[config.mk]
export PLATFORM = sky130hd
export DESIGN_NAME = data_mem_responder_flat
export DESIGN_NICKNAME = d
export VERILOG_FILES = /design/src/rtl/data_mem_responder_pkg.sv /design/src/rtl/data_mem_responder_if.sv /design/src/rtl/data_mem_responder_array.sv /design/src/rtl/data_mem_responder.sv /design/src/flat_wrapper.sv
export SDC_FILE = /design/constraint.sdc
export NUM_CORES = 1
export LEC_CHECK = 0
export CORE_MARGIN = 1.5
export CORE_UTILIZATION = 29
export DETAILED_ROUTE_END_ITERATION = 8
export DONT_BUFFER_PORTS = 1
export HOLD_SLACK_MARGIN = 0.15
export PLACE_DENSITY_LB_ADDON = 0.12
export SLEW_MARGIN = 20
export SYNTH_ARGS = -nofsm -noshare
export SYNTH_HDL_FRONTEND = slang
export SYNTH_SLANG_ARGS = --single-unit
[constraint.sdc]
create_clock -name clk_i -period 9.6 [get_ports clk_i]
set_input_delay 0.96 -clock clk_i [delete_from_list [all_inputs] [get_ports clk_i]]
set_output_delay 0.96 -clock clk_i [all_outputs]
set_load 0.005 [all_outputs]
[src/rtl/data_mem_responder_pkg.sv]
// Shared types and constants for the data-memory responder.
// Holds the FSM state encoding, default geometry/latency and the latency counter width.
// Optional misaligned-access checking is selected by the DMEM_ALIGN_CHECK_EN macro (see top).
package dmem_pkg;

  typedef enum logic [1:0] {
    IDLE = 2'd0,
    WAIT = 2'd1,
    RESP = 2'd2
  } state_e;

  localparam int DEPTH_DEF   = 32;
  localparam int LATENCY_DEF = 3;
  localparam int CNT_W       = 4;

endpackage

[src/rtl/data_mem_responder_if.sv]
// CPU data-memory request bus: one request handshake plus a single-cycle completion.
// The CPU side drives the request fields; the responder drives ready/ack/rdata/err.
// Request fields are only meaningful while ready_o is high.
interface data_mem_responder_if;
  logic        req_i;
  logic        we_i;
  logic [31:0] addr_i;
  logic [31:0] wdata_i;
  logic        ready_o;
  logic        ack_o;
  logic [31:0] rdata_o;
  logic        err_o;

  modport master (
    output req_i, we_i, addr_i, wdata_i,
    input  ready_o, ack_o, rdata_o, err_o
  );

  modport slave (
    input  req_i, we_i, addr_i, wdata_i,
    output ready_o, ack_o, rdata_o, err_o
  );
endinterface

[src/rtl/data_mem_responder_array.sv]
// DEPTH x 32 storage: synchronous write, registered read.
// The read register is the load-data output; it only changes on rd_en_i and resets to 0.
// Contents are not reset.
module data_mem_array #(
  parameter int DEPTH = 32,
  parameter int AW    = $clog2(DEPTH)
) (
  input  logic          clk_i,
  input  logic          rst_i,
  input  logic          wr_en_i,
  input  logic          rd_en_i,
  input  logic          rd_zero_i,
  input  logic [AW-1:0] addr_i,
  input  logic [31:0]   wdata_i,
  output logic [31:0]   rdata_o
);

  logic [31:0] mem_q [DEPTH];
  logic [31:0] rdata_q;

  // Store path: write the selected word when the responder commits a store.
  always_ff @(posedge clk_i) begin
    if (wr_en_i) mem_q[addr_i] <= wdata_i;
  end

  // Load path: capture the word (or zero for a rejected access) and hold it.
  always_ff @(posedge clk_i) begin
    if (rst_i)        rdata_q <= '0;
    else if (rd_en_i) rdata_q <= rd_zero_i ? 32'h0 : mem_q[addr_i];
  end

  assign rdata_o = rdata_q;

endmodule

[src/rtl/data_mem_responder.sv]
// Responder end of the CPU data-memory bus: one request at a time, fixed LATENCY to ack.
// Latency: ack_o LATENCY cycles after acceptance; next accept possible LATENCY+1 cycles later.
// Backpressure: ready_o high only in IDLE; inputs are ignored otherwise. Macro: DMEM_ALIGN_CHECK_EN.
module data_mem_responder
  import dmem_pkg::*;
#(
  parameter int DEPTH   = DEPTH_DEF,
  parameter int LATENCY = LATENCY_DEF
) (
  input  logic          clk_i,
  input  logic          rst_i,
  data_mem_responder_if.slave bus
);

  localparam int AW = $clog2(DEPTH);
  localparam logic [CNT_W-1:0] CNT_LOAD = (LATENCY >= 2) ? CNT_W'(LATENCY - 2) : '0;
`ifdef DMEM_ALIGN_CHECK_EN
  localparam bit ALIGN_EN = 1'b1;
`else
  localparam bit ALIGN_EN = 1'b0;
`endif

  state_e           state_q, state_d;
  logic [CNT_W-1:0] cnt_q, cnt_d;
  logic             we_q;
  logic [AW-1:0]    word_q;
  logic [31:0]      wdata_q;
  logic             mis_q;
  logic             err_q;
  logic             accept;
  logic             enter_resp;

  assign accept = (state_q == IDLE) && bus.req_i;

  // Next-state and counter: IDLE -> WAIT (counts down) -> RESP -> IDLE.
  always_comb begin
    state_d = state_q;
    cnt_d   = cnt_q;
    case (state_q)
      IDLE: begin
        if (bus.req_i) begin
          state_d = (LATENCY == 1) ? RESP : WAIT;
          cnt_d   = CNT_LOAD;
        end
      end
      WAIT: begin
        if (cnt_q == '0) state_d = RESP;
        else             cnt_d   = cnt_q - CNT_W'(1);
      end
      RESP:    state_d = IDLE;
      default: state_d = IDLE;
    endcase
  end

  // State and counter registers; reset aborts any in-flight transaction.
  always_ff @(posedge clk_i) begin
    if (rst_i) begin
      state_q <= IDLE;
      cnt_q   <= '0;
    end else begin
      state_q <= state_d;
      cnt_q   <= cnt_d;
    end
  end

  // Capture the request at acceptance; fields are held for the whole access.
  always_ff @(posedge clk_i) begin
    if (accept) begin
      we_q    <= bus.we_i;
      word_q  <= bus.addr_i[2 +: AW];
      wdata_q <= bus.wdata_i;
      mis_q   <= ALIGN_EN && (bus.addr_i[1:0] != 2'b00);
    end
  end

  // The array access happens on the edge into RESP; reset blocks a pending commit.
  assign enter_resp = !rst_i && (state_d == RESP) && (state_q != RESP);

  // Error flag follows each completed access and is qualified by ack_o.
  always_ff @(posedge clk_i) begin
    if (rst_i)           err_q <= 1'b0;
    else if (enter_resp) err_q <= mis_q;
  end

  data_mem_array #(
    .DEPTH (DEPTH),
    .AW    (AW)
  ) u_array (
    .clk_i     (clk_i),
    .rst_i     (rst_i),
    .wr_en_i   (enter_resp && we_q && !mis_q),
    .rd_en_i   (enter_resp && (!we_q || mis_q)),
    .rd_zero_i (mis_q),
    .addr_i    (word_q),
    .wdata_i   (wdata_q),
    .rdata_o   (bus.rdata_o)
  );

  assign bus.ready_o = (state_q == IDLE);
  assign bus.ack_o   = (state_q == RESP);
  assign bus.err_o   = (state_q == RESP) && err_q;

endmodule
[src/flat_wrapper.sv]
// flat-port wrapper written by rule: the top's interface ports become plain ports
module data_mem_responder_flat import dmem_pkg::*;
#(
  parameter int DEPTH   = DEPTH_DEF,
  parameter int LATENCY = LATENCY_DEF
)
  (clk_i, rst_i, bus_req_i, bus_we_i, bus_addr_i, bus_wdata_i, bus_ready_o, bus_ack_o, bus_rdata_o, bus_err_o);
  data_mem_responder_if bus_i ();
  input  logic clk_i;
  input  logic rst_i;
  input wire logic [$bits(bus_i.req_i)-1:0] bus_req_i;
  input wire logic [$bits(bus_i.we_i)-1:0] bus_we_i;
  input wire logic [$bits(bus_i.addr_i)-1:0] bus_addr_i;
  input wire logic [$bits(bus_i.wdata_i)-1:0] bus_wdata_i;
  output wire logic [$bits(bus_i.ready_o)-1:0] bus_ready_o;
  output wire logic [$bits(bus_i.ack_o)-1:0] bus_ack_o;
  output wire logic [$bits(bus_i.rdata_o)-1:0] bus_rdata_o;
  output wire logic [$bits(bus_i.err_o)-1:0] bus_err_o;
  assign bus_i.req_i = bus_req_i;
  assign bus_i.we_i = bus_we_i;
  assign bus_i.addr_i = bus_addr_i;
  assign bus_i.wdata_i = bus_wdata_i;
  assign bus_ready_o = bus_i.ready_o;
  assign bus_ack_o = bus_i.ack_o;
  assign bus_rdata_o = bus_i.rdata_o;
  assign bus_err_o = bus_i.err_o;
  data_mem_responder #(.DEPTH(DEPTH), .LATENCY(LATENCY)) u_core (.clk_i(clk_i), .rst_i(rst_i), .bus(bus_i));
endmodule
==> results of run 1 <==
-- Yosys cell counts, types with 6 or more instances --
cell	n	share of area, %
a311oi_1	21	0.44
a21oi_1	11	0.13
and3_1	6	0.090
o22ai_1	109	1.6
o21bai_1	8	0.14
mux2i_1	231	5.5
nor4_1	26	0.39
buf_2	32	0.38
edfxtp_1	1062	76
nand3_1	7	0.084
a221oi_1	10	0.21
mux4_2	116	6.2
a22o_1	11	0.23
a22oi_1	22	0.39
clkbuf_1	23	0.21
dfxtp_1	38	1.8
a211oi_1	6	0.11
nor3_1	17	0.20
or4_1	7	0.13
mux4_1	25	1.6
buf_6	18	0.48
nand2_1	41	0.37
buf_4	32	0.57
a31oi_1	10	0.15
nor2_1	55	0.49
-- critical path: cells and delay by family, from the launching register on --
family | cells | cell delay [ps]
buffers and inverters | 2 | 630
DFF | 1 | 330
adders and majority gates | 1 | 160
and+or+nand+nor | 5 | 2640
-- final cells by class --
cell class | count | area, um^2
Fill cell | 13500 | 95100
Clock buffer | 163 | 3340
Inverter | 4 | 15.0
Multi-Input combinational cell | 802 | 8650
Timing Repair Buffer | 85 | 734
Clock inverter | 65 | 658
Antenna cell | 1 | 2.50
Sequential cell | 1100 | 32700
Tap cell | 1903 | 2380
-- power breakdown --
part           total [mW]  leakage [nW]  internal (mW)  switching [mW]
combinational       0.606          3.60          0.231           0.375
sequential           5.48          9.87           5.37           0.115
clock                4.67          1.95           2.77            1.90
-- per-stage QoR --
| stage | setup WS, ps | hold slack [ps] | power [mW] | utilization, % | instances |
|---|---|---|---|---|---|
| floorplan | 4510 | 480 | 5.95 | - | 2019 |
| global placement | 5370 | 535 | 6.18 | 30.8 | 3883 |
| detailed placement | 5260 | 545 | 6.19 | 30.9 | 3883 |
| CTS | 5470 | 253 | 10.9 | 33.6 | 4111 |
| global route | 5250 | 250 | 11.1 | 33.8 | 4122 |
| finish | 5460 | 318 | 10.8 | 33.8 | 4123 |
-- routing by layer --
metal | GRT usage (%) | vias up | wire (um)
li1 | - | 8678 | -
met1 | 22.8 | 11100 | 54900
met2 | 28.2 | 483 | 60900
met3 | 3.47 | 165 | 6590
met4 | 4.14 | 2 | 2690
met5 | 0 | - | 18
-- state kept, by name (all words and copies together), names as in the netlist --
signal and flops:
u_core.wdata_q 32, u_core.word_q 5, u_core.u_array.rdata_o 32, u_core.cnt_q 4
u_core.state_q 2, u_core.u_array.mem_q 1024, u_core.we_q 1
-- cells by family after synthesis --
group                    Yosys count  share of synthesized area, %
flip-flops                      1100                          78.0
multiplexers                     377                          13.5
AO/OA/AOI/OAI                    226                          3.92
AND/OR/NAND/NOR                  194                          2.57
buffers and inverters            117                          1.94
adder cells (fa/ha/maj)            2                        0.0598
XOR/XNOR                           2                        0.0418
other                              1                       0.00896
-- path summary, 6_finish.rpt --
| check | from | endpoint | cells past startpoint |
|---|---|---|---|
| hold / removal | rst_i | u_core.u_array.rdata_o[18] | 1 |
| setup reg to reg | u_core.cnt_q[0] | u_core.u_array.mem_q[0][11] | 8 |
| hold reg to reg | u_core.cnt_q[1] | u_core.cnt_q[1] | 2 |
| setup / recovery | u_core.cnt_q[0] | u_core.u_array.mem_q[0][11] | 8 |
==> results.toml, run 1 <==
[setup_path]
critPathKind = "flop to flop"
arrival_ps = 4510
cp_max_fo = 17
slowest_stage = "nor2_4"
end_kind = "flop"
startpoint_type = "flop"
cp.required_ps = 9970
crit_path_max_incr_delay_ps = 780
path_cells = "inv_1 -> ha_1 -> nor3b_4 -> and2_1 -> nand2_1 -> or3_4 -> nor2_4 -> buf_4"
r2r_slack_ps = 5460

[floorplanning]
io_pins = 103
die_area_um2 = 147000
fp.dieH_um = 383
initial_core_util_pct = 29.2
rows = 139
die_w_um = 383
core_um2 = 143000

[timing]
timing.final.max_slew_violations = 0
period_share_pct = 43.1
finalClockSkew_ps = 24.7
worst_pin_slew_ps = 1150
fmax_ghz = 0.242
finalCriticalPeriod_ps = 4140
setup_viol = 0
relSlewSlack_pct = 23.2
setup_tns_ps = 0
rsz0062_at_grt = "no"
hold_viol_final = 0

[synth]
synth_fp_nets = 2089
synth-edff-count = 1062
synth-async-reset-ratio_pct = 0
syn_inst = 2019
ys_ff_latch = 1100
yosys.cell_types.count = 64
synthFlopType = "edfxtp_1"
yosysSeqAreaShare_pct = 78.0
avgSynthCellArea_um2 = 20.7
synth-warning-count = 0
synth_area_um2 = 41900

[detailed_routing]
vias_per_cell = 4.96
first_pass_iters = 5
drt_first_iter_violations = 1493
drc = 0
vias = 20500
wire_per_inst_um = 30.4
ant_nets = 0
wirelength_um = 125000

[placement]
numPortBuffers = 0
dp_hpwl_um = 68200
placed_cell_area_um2 = 44300
gp_congestion = 0.739

[global_route]
grt_pass1_vias = 21200
grt_pass1_wl_um = 172000
overflow = 0
antenna_found_initial = 6
grtUsageTotal_pct = 17.0
grt_max_degree = 106

[cells_and_area]
layout_common_cells = "1062 x edfxtp_1, 231 x mux2i_1, 123 x clkbuf_16, 116 x mux4_2, 109 x o22ai_1"
final_common_cell = "edfxtp_1"
area_delta_synth_final_pct = 15.7
drive_gt1_share_pct = 20.1
finish.instance_area_um2 = 48400
nNetsFinal = 2183

[clock_network]
cts_tree = "built"
clk-insertion-delay-late_ps = 730
root_buffer = "clkbuf_16"
ctsResizeCount = 0
cts_made_buffers = 120
cts_hold_buf = 0
cts_buffer_depth = 3
cts_sinks = 1100
cts_post_setup_buffers_inserted = 0
htreeDepth = 3
clkTransAtPathRegs_ps = 60

[status]
status = "complete, no violations"

[run]
cap_viol_max_count = 0

[power]
p_per_area_nw_per_um2 = 222
power_leakage_nw = 15.4
vdd_ir_drop_max_mv = 0.132

[min_path]
hold_path_class = "primary input to flop"
No activity file was read; power rests on OpenSTA's default activity.
==> run 2: changes to the inputs <==
==> constraint.sdc (replaced) <==
create_clock -name clk_i -period 3.8 [get_ports clk_i]
set_input_delay 0.38 -clock clk_i [delete_from_list [all_inputs] [get_ports clk_i]]
set_output_delay 0.38 -clock clk_i [all_outputs]
set_load 0.005 [all_outputs]
==> run 2 against run 1 <==
Compared with the run above: clock skew grew 1.2 ps; power grew to 2.5 times the previous value; utilization rose by 0.78 points; combinational power rose to 2.7 times the previous value; critical endpoint is now u_core.u_array.rdata_o[9].
==> results.toml, run 2 (synthesis results as in run 1) <==
[status]
status = "complete, no violations"

[clock_network]
root_buffer = "clkbuf_16"
htreeDepth = 3
cts_made_buffers = 119
cts_buffer_depth = 3
cts_tree = "built"
cts_sinks = 1100
ctsResizeCount = 0
clk-insertion-delay-late_ps = 730
clkTransAtPathRegs_ps = 60

[global_route]
grt_max_degree = 82
grt_pass1_wl_um = 172000
grtUsageTotal_pct = 16.9
grt_pass1_vias = 21700
overflow = 0
antenna_found_initial = 6

[setup_path]
path_cells = "buf_4 -> or4b_1 -> buf_4 -> o22ai_1 -> nor4_1 -> a311oi_1"
path_delay_family = "simple AND/OR/NAND/NOR gates"
crit_path_max_incr_delay_ps = 970
end_kind = "flop"
crit_top_cell = "buf_4"
crit_buf_inv = 2
r2r-start = "u_core.word_q[4]"
cp_max_fo = 19
cp.required_ps = 4340
startpoint_type = "flop"
reg2regPathDepth = 6
arrival_ps = 3830
critPathKind = "flop to flop"
r2r_end = "u_core.u_array.rdata_o[9]"
slowest_stage = "edfxtp_1"
r2r_slack_ps = 510
path_depth = 6

[cells_and_area]
largest_register = "u_core.u_array.mem_q"
nNetsFinal = 2278
final_cells = 4217
largest_reg_flops = 1024
layout_common_cells = "1062 x edfxtp_1, 231 x mux2i_1, 121 x clkbuf_16, 116 x mux4_2, 109 x o22ai_1"
final_common_cell = "edfxtp_1"
final_util_pct = 34.5
drive_gt1_share_pct = 22.1
area_delta_synth_final_pct = 18.3

[min_path]
hold_depth = 1
hold_path_class = "primary input to flop"
min_from = "bus_wdata_i[5]"
holdPathEnd = "u_core.wdata_q[5]"

[floorplanning]
die_w_um = 383
die_area_um2 = 147000
initial_core_util_pct = 29.2
rows = 139
core_um2 = 143000
io_pins = 103
fp.dieH_um = 383

[detailed_routing]
wire_per_inst_um = 29.5
vias_per_cell = 4.90
drc = 0
ant_nets = 0
wirelength_um = 124000
drt_first_iter_violations = 1741
vias = 20700
first_pass_iters = 4

[timing]
finalWorstSetupSlack_ps = 507
relSlewSlack_pct = 29.1
hold_viol_final = 0
finalClockSkew_ps = 25.9
finalCriticalPeriod_ps = 3290
timing.final.max_slew_violations = 0
period_share_pct = 86.7
worst_pin_slew_ps = 1060
rsz0062_at_grt = "no"
fmax_ghz = 0.304
setup_viol = 0

[power]
vdd_ir_drop_max_mv = 0.356
total_power_mw = 27.1
p_per_area_nw_per_um2 = 548
power_leakage_nw = 16.1

[run]
cap_viol_max_count = 0

[placement]
numPortBuffers = 0
placed_cells_incl_taps = 3934
place_ws_ps = 581
dp_hpwl_um = 71900
gp_congestion = 0.740
==> run 2: changes by cell type in the layout (fill, tap and decap cells not counted), sizes merged <==
cell         delta
buf            +54
dlygate4sd3    +42
clkbuf         -19
clkinv         +19
inv             -2
clkinvlp        -1
diode           +1
==> run 2: worst max-delay path by stage <==
| stage | slack (ps) | from | endpoint |
|---|---|---|---|
| after global placement | 620 | u_core.word_q[4] | u_core.u_array.rdata_o[9] |
| after CTS | 560 | u_core.word_q[4] | u_core.u_array.rdata_o[9] |
| after detailed placement | 580 | u_core.word_q[4] | u_core.u_array.rdata_o[9] |
| after global routing | 450 | u_core.word_q[4] | u_core.u_array.rdata_o[9] |
| final | 510 | u_core.word_q[4] | u_core.u_array.rdata_o[9] |
| after floorplan | -1160 | u_core.word_q[0] | u_core.u_array.mem_q[16][0] |
==> run 2: report_power, final <==
| part | switching [mW] | internal, mW | leakage, nW |
|---|---|---|---|
| logic | 0.984 | 0.673 | 4.22 |
| clock network | 4.80 | 6.84 | 1.96 |
| registers | 0.294 | 13.6 | 9.87 |
==> run 2: final cells by class <==
cell class | count | area [um^2]
timing repair buffer | 181 | 1840
clock buffer | 144 | 3190
antenna | 2 | 5.00
inverter | 4 | 15.0
clock inverter | 81 | 761
sequential | 1100 | 32700
multi-input combinational | 802 | 8700
fill | 13500 | 93900
tap | 1903 | 2380
==> run 2: timing repair <==
action,4_1_cts,5_1_grt
hold buffers,43,0
setup buffers,0,0
endpoints found under the hold margin,76,0
==> run 2: through the flow <==
| step | TNS, ps | instance area, um^2 | hold slack, ps |
|---|---|---|---|
| finish | 0 | 49500 | 289 |
| global route | 0 | 49500 | 247 |
| CTS | 0 | 49300 | 213 |
| detailed placement | 0 | 44900 | 467 |
| global placement | 0 | 44900 | 468 |
| floorplan | -88460 | 41900 | 479 |
==> run 2: per-layer routing <==
layer / vias up / GRT usage, % / share of wire, %
met1: 11200 / 23.1 / 45
met5: - / 0 / 0.022
met4: 4 / 4.32 / 2.5
met3: 175 / 3.31 / 4.5
met2: 467 / 27.6 / 48
li1: 8860 / - / -
==> run 3: changes to the inputs <==
--- a/config.mk
+++ b/config.mk
@@ -5,7 +5,7 @@
 export SDC_FILE = /design/constraint.sdc
 export NUM_CORES = 1
 export LEC_CHECK = 0
-export CORE_MARGIN = 1.5
+export CORE_MARGIN = 2
 export CORE_UTILIZATION = 29
 export DETAILED_ROUTE_END_ITERATION = 8
 export DONT_BUFFER_PORTS = 1
==> run 3 against run 2 <==
Compared with the run above: power down 0.78%; die area up 0.52%; flip-flop and latch count unchanged; worst hold slack worse by 8.5 ps; critical endpoint is now u_core.u_array.rdata_o[22]; first-iteration DRC count down 16%; non-clock buffer count down 2.
==> results.toml, run 3 (synthesis results as in run 1) <==
[timing]
setup_viol = 0
hold_viol_final = 0
rsz0062_at_grt = "no"
fmax_ghz = 0.313
finalClockSkew_ps = 19.4
period_share_pct = 84.0
timing.final.max_slew_violations = 0
relSlewSlack_pct = 25.9
setup_tns_ps = 0
worst_pin_slew_ps = 1110
finalCriticalPeriod_ps = 3190

[detailed_routing]
vias_per_cell = 4.91
drt_first_iter_violations = 1469
wire_per_inst_um = 29.4
first_pass_iters = 5
ant_nets = 0
wirelength_um = 124000
vias = 20700
drc = 0

[setup_path]
r2r_end = "u_core.u_array.rdata_o[22]"
reg2regPathDepth = 6
end_kind = "flop"
startpoint_type = "flop"
r2r_slack_ps = 610
arrival_ps = 3830
cp_max_fo = 21
critPathKind = "flop to flop"
r2r-start = "u_core.word_q[2]"
cp.required_ps = 4440

[clock_network]
htreeDepth = 3
cts_buffer_depth = 3
cts_sinks = 1100
cts_hold_buf = 43
cts_post_setup_buffers_inserted = 0
cts_made_buffers = 117
clkTransAtPathRegs_ps = 60
ctsResizeCount = 0
cts_tree = "built"
root_buffer = "clkbuf_16"
clk-insertion-delay-late_ps = 740

[global_route]
grt_max_degree = 129
grt_pass1_wl_um = 171000
grtUsageTotal_pct = 16.7
antenna_found_initial = 3
overflow = 0
grt_pass1_vias = 21500

[placement]
numPortBuffers = 0
gp_congestion = 0.723
placed_cells_incl_taps = 3933
dp_hpwl_um = 70400

[cells_and_area]
final_cells = 4210
drive_gt1_share_pct = 21.2
largest_register = "u_core.u_array.mem_q"
layout_common_cells = "1062 x edfxtp_1, 231 x mux2i_1, 117 x clkbuf_16, 116 x mux4_2, 109 x o22ai_1"
nNetsFinal = 2274
final_common_cell = "edfxtp_1"
area_delta_synth_final_pct = 18.4
largest_reg_flops = 1024

[floorplanning]
die_area_um2 = 147000
initial_core_util_pct = 29.2
io_pins = 103
fp.dieH_um = 384
core_um2 = 143000
rows = 139
die_w_um = 384

[min_path]
hold_path_class = "primary input to flop"
min_from = "bus_wdata_i[5]"
holdPathEnd = "u_core.wdata_q[5]"
hold_depth = 1

[power]
vdd_ir_drop_max_mv = 0.370
total_power_mw = 26.9
power_leakage_nw = 16.0
p_per_area_nw_per_um2 = 543

[status]
status = "complete, no violations"

[run]
cap_viol_max_count = 0
## run 3: cell count changes in the layout (fill, tap and decap cells not counted), sizes merged
cell / before / now
clkinv: 62 / 40
clkbuf: 144 / 163
inv: 5 / 10
clkinvlp: 5 / 1
buf: 139 / 137
bufinv: 13 / 11
diode: 2 / 1
## run 3: layer usage
| layer | share of wire [%] | track usage, % | wire length, um | vias to the layer above |
|---|---|---|---|---|
| li1 | - | - | - | 8861 |
| met1 | 45 | 23.0 | 56200 | 11200 |
| met2 | 48 | 27.6 | 59900 | 468 |
| met3 | 4.3 | 2.89 | 5320 | 159 |
| met4 | 2.0 | 3.64 | 2440 | 2 |
| met5 | 0.010 | 0 | 13 | - |
## run 3: metrics by stage
| stage | util (%) | hold WS (ps) | worst slack [ps] | area, um^2 |
|---|---|---|---|---|
| floorplan | - | 479 | -1160 | 41900 |
| finish | 34.6 | 280 | 609 | 49600 |
| global route | 34.6 | 242 | 554 | 49600 |
| global placement | 31.4 | 466 | 535 | 45100 |
| CTS | 34.4 | 206 | 624 | 49400 |
| detailed placement | 31.4 | 466 | 623 | 45100 |
## run 3: final cells by class
class | instances | area [um^2]
Tap cell | 1903 | 2380
Clock buffer | 163 | 3230
Inverter | 4 | 15.0
Timing Repair Buffer | 179 | 1980
Multi-Input combinational cell | 802 | 8700
Sequential cell | 1100 | 32700
Antenna cell | 1 | 2.50
Clock inverter | 58 | 617
Fill cell | 13400 | 93900
## run 3: how the worst max path moves through the flow
stage | slack [ps] | to | start | depth (start not counted)
6_report | 610 | u_core.u_array.rdata_o[22] | u_core.word_q[2] | 6
5_1_grt | 550 | u_core.u_array.rdata_o[22] | u_core.word_q[2] | 6
3_5_place_dp | 620 | u_core.u_array.rdata_o[22] | u_core.word_q[2] | 6
3_3_place_gp | 530 | u_core.u_array.rdata_o[22] | u_core.word_q[2] | 6
4_1_cts | 620 | u_core.u_array.rdata_o[22] | u_core.word_q[2] | 6
2_1_floorplan | -1160 | u_core.u_array.mem_q[16][0] | u_core.word_q[0] | 7
## run 3: worst max-delay path, stage by stage (launching register included)
cell and delay (ps):
edfxtp_1 1050, buf_4 380, or4b_1 650, buf_4 330, o22ai_1 240, nor4_1 150, a311oi_1 240
## run 3: power by group
part / internal [mW] / switching [mW] / leakage (nW)
Clock: 6.67 / 4.75 / 1.89
Sequential: 13.6 / 0.301 / 9.87
Combinational: 0.672 / 0.978 / 4.25
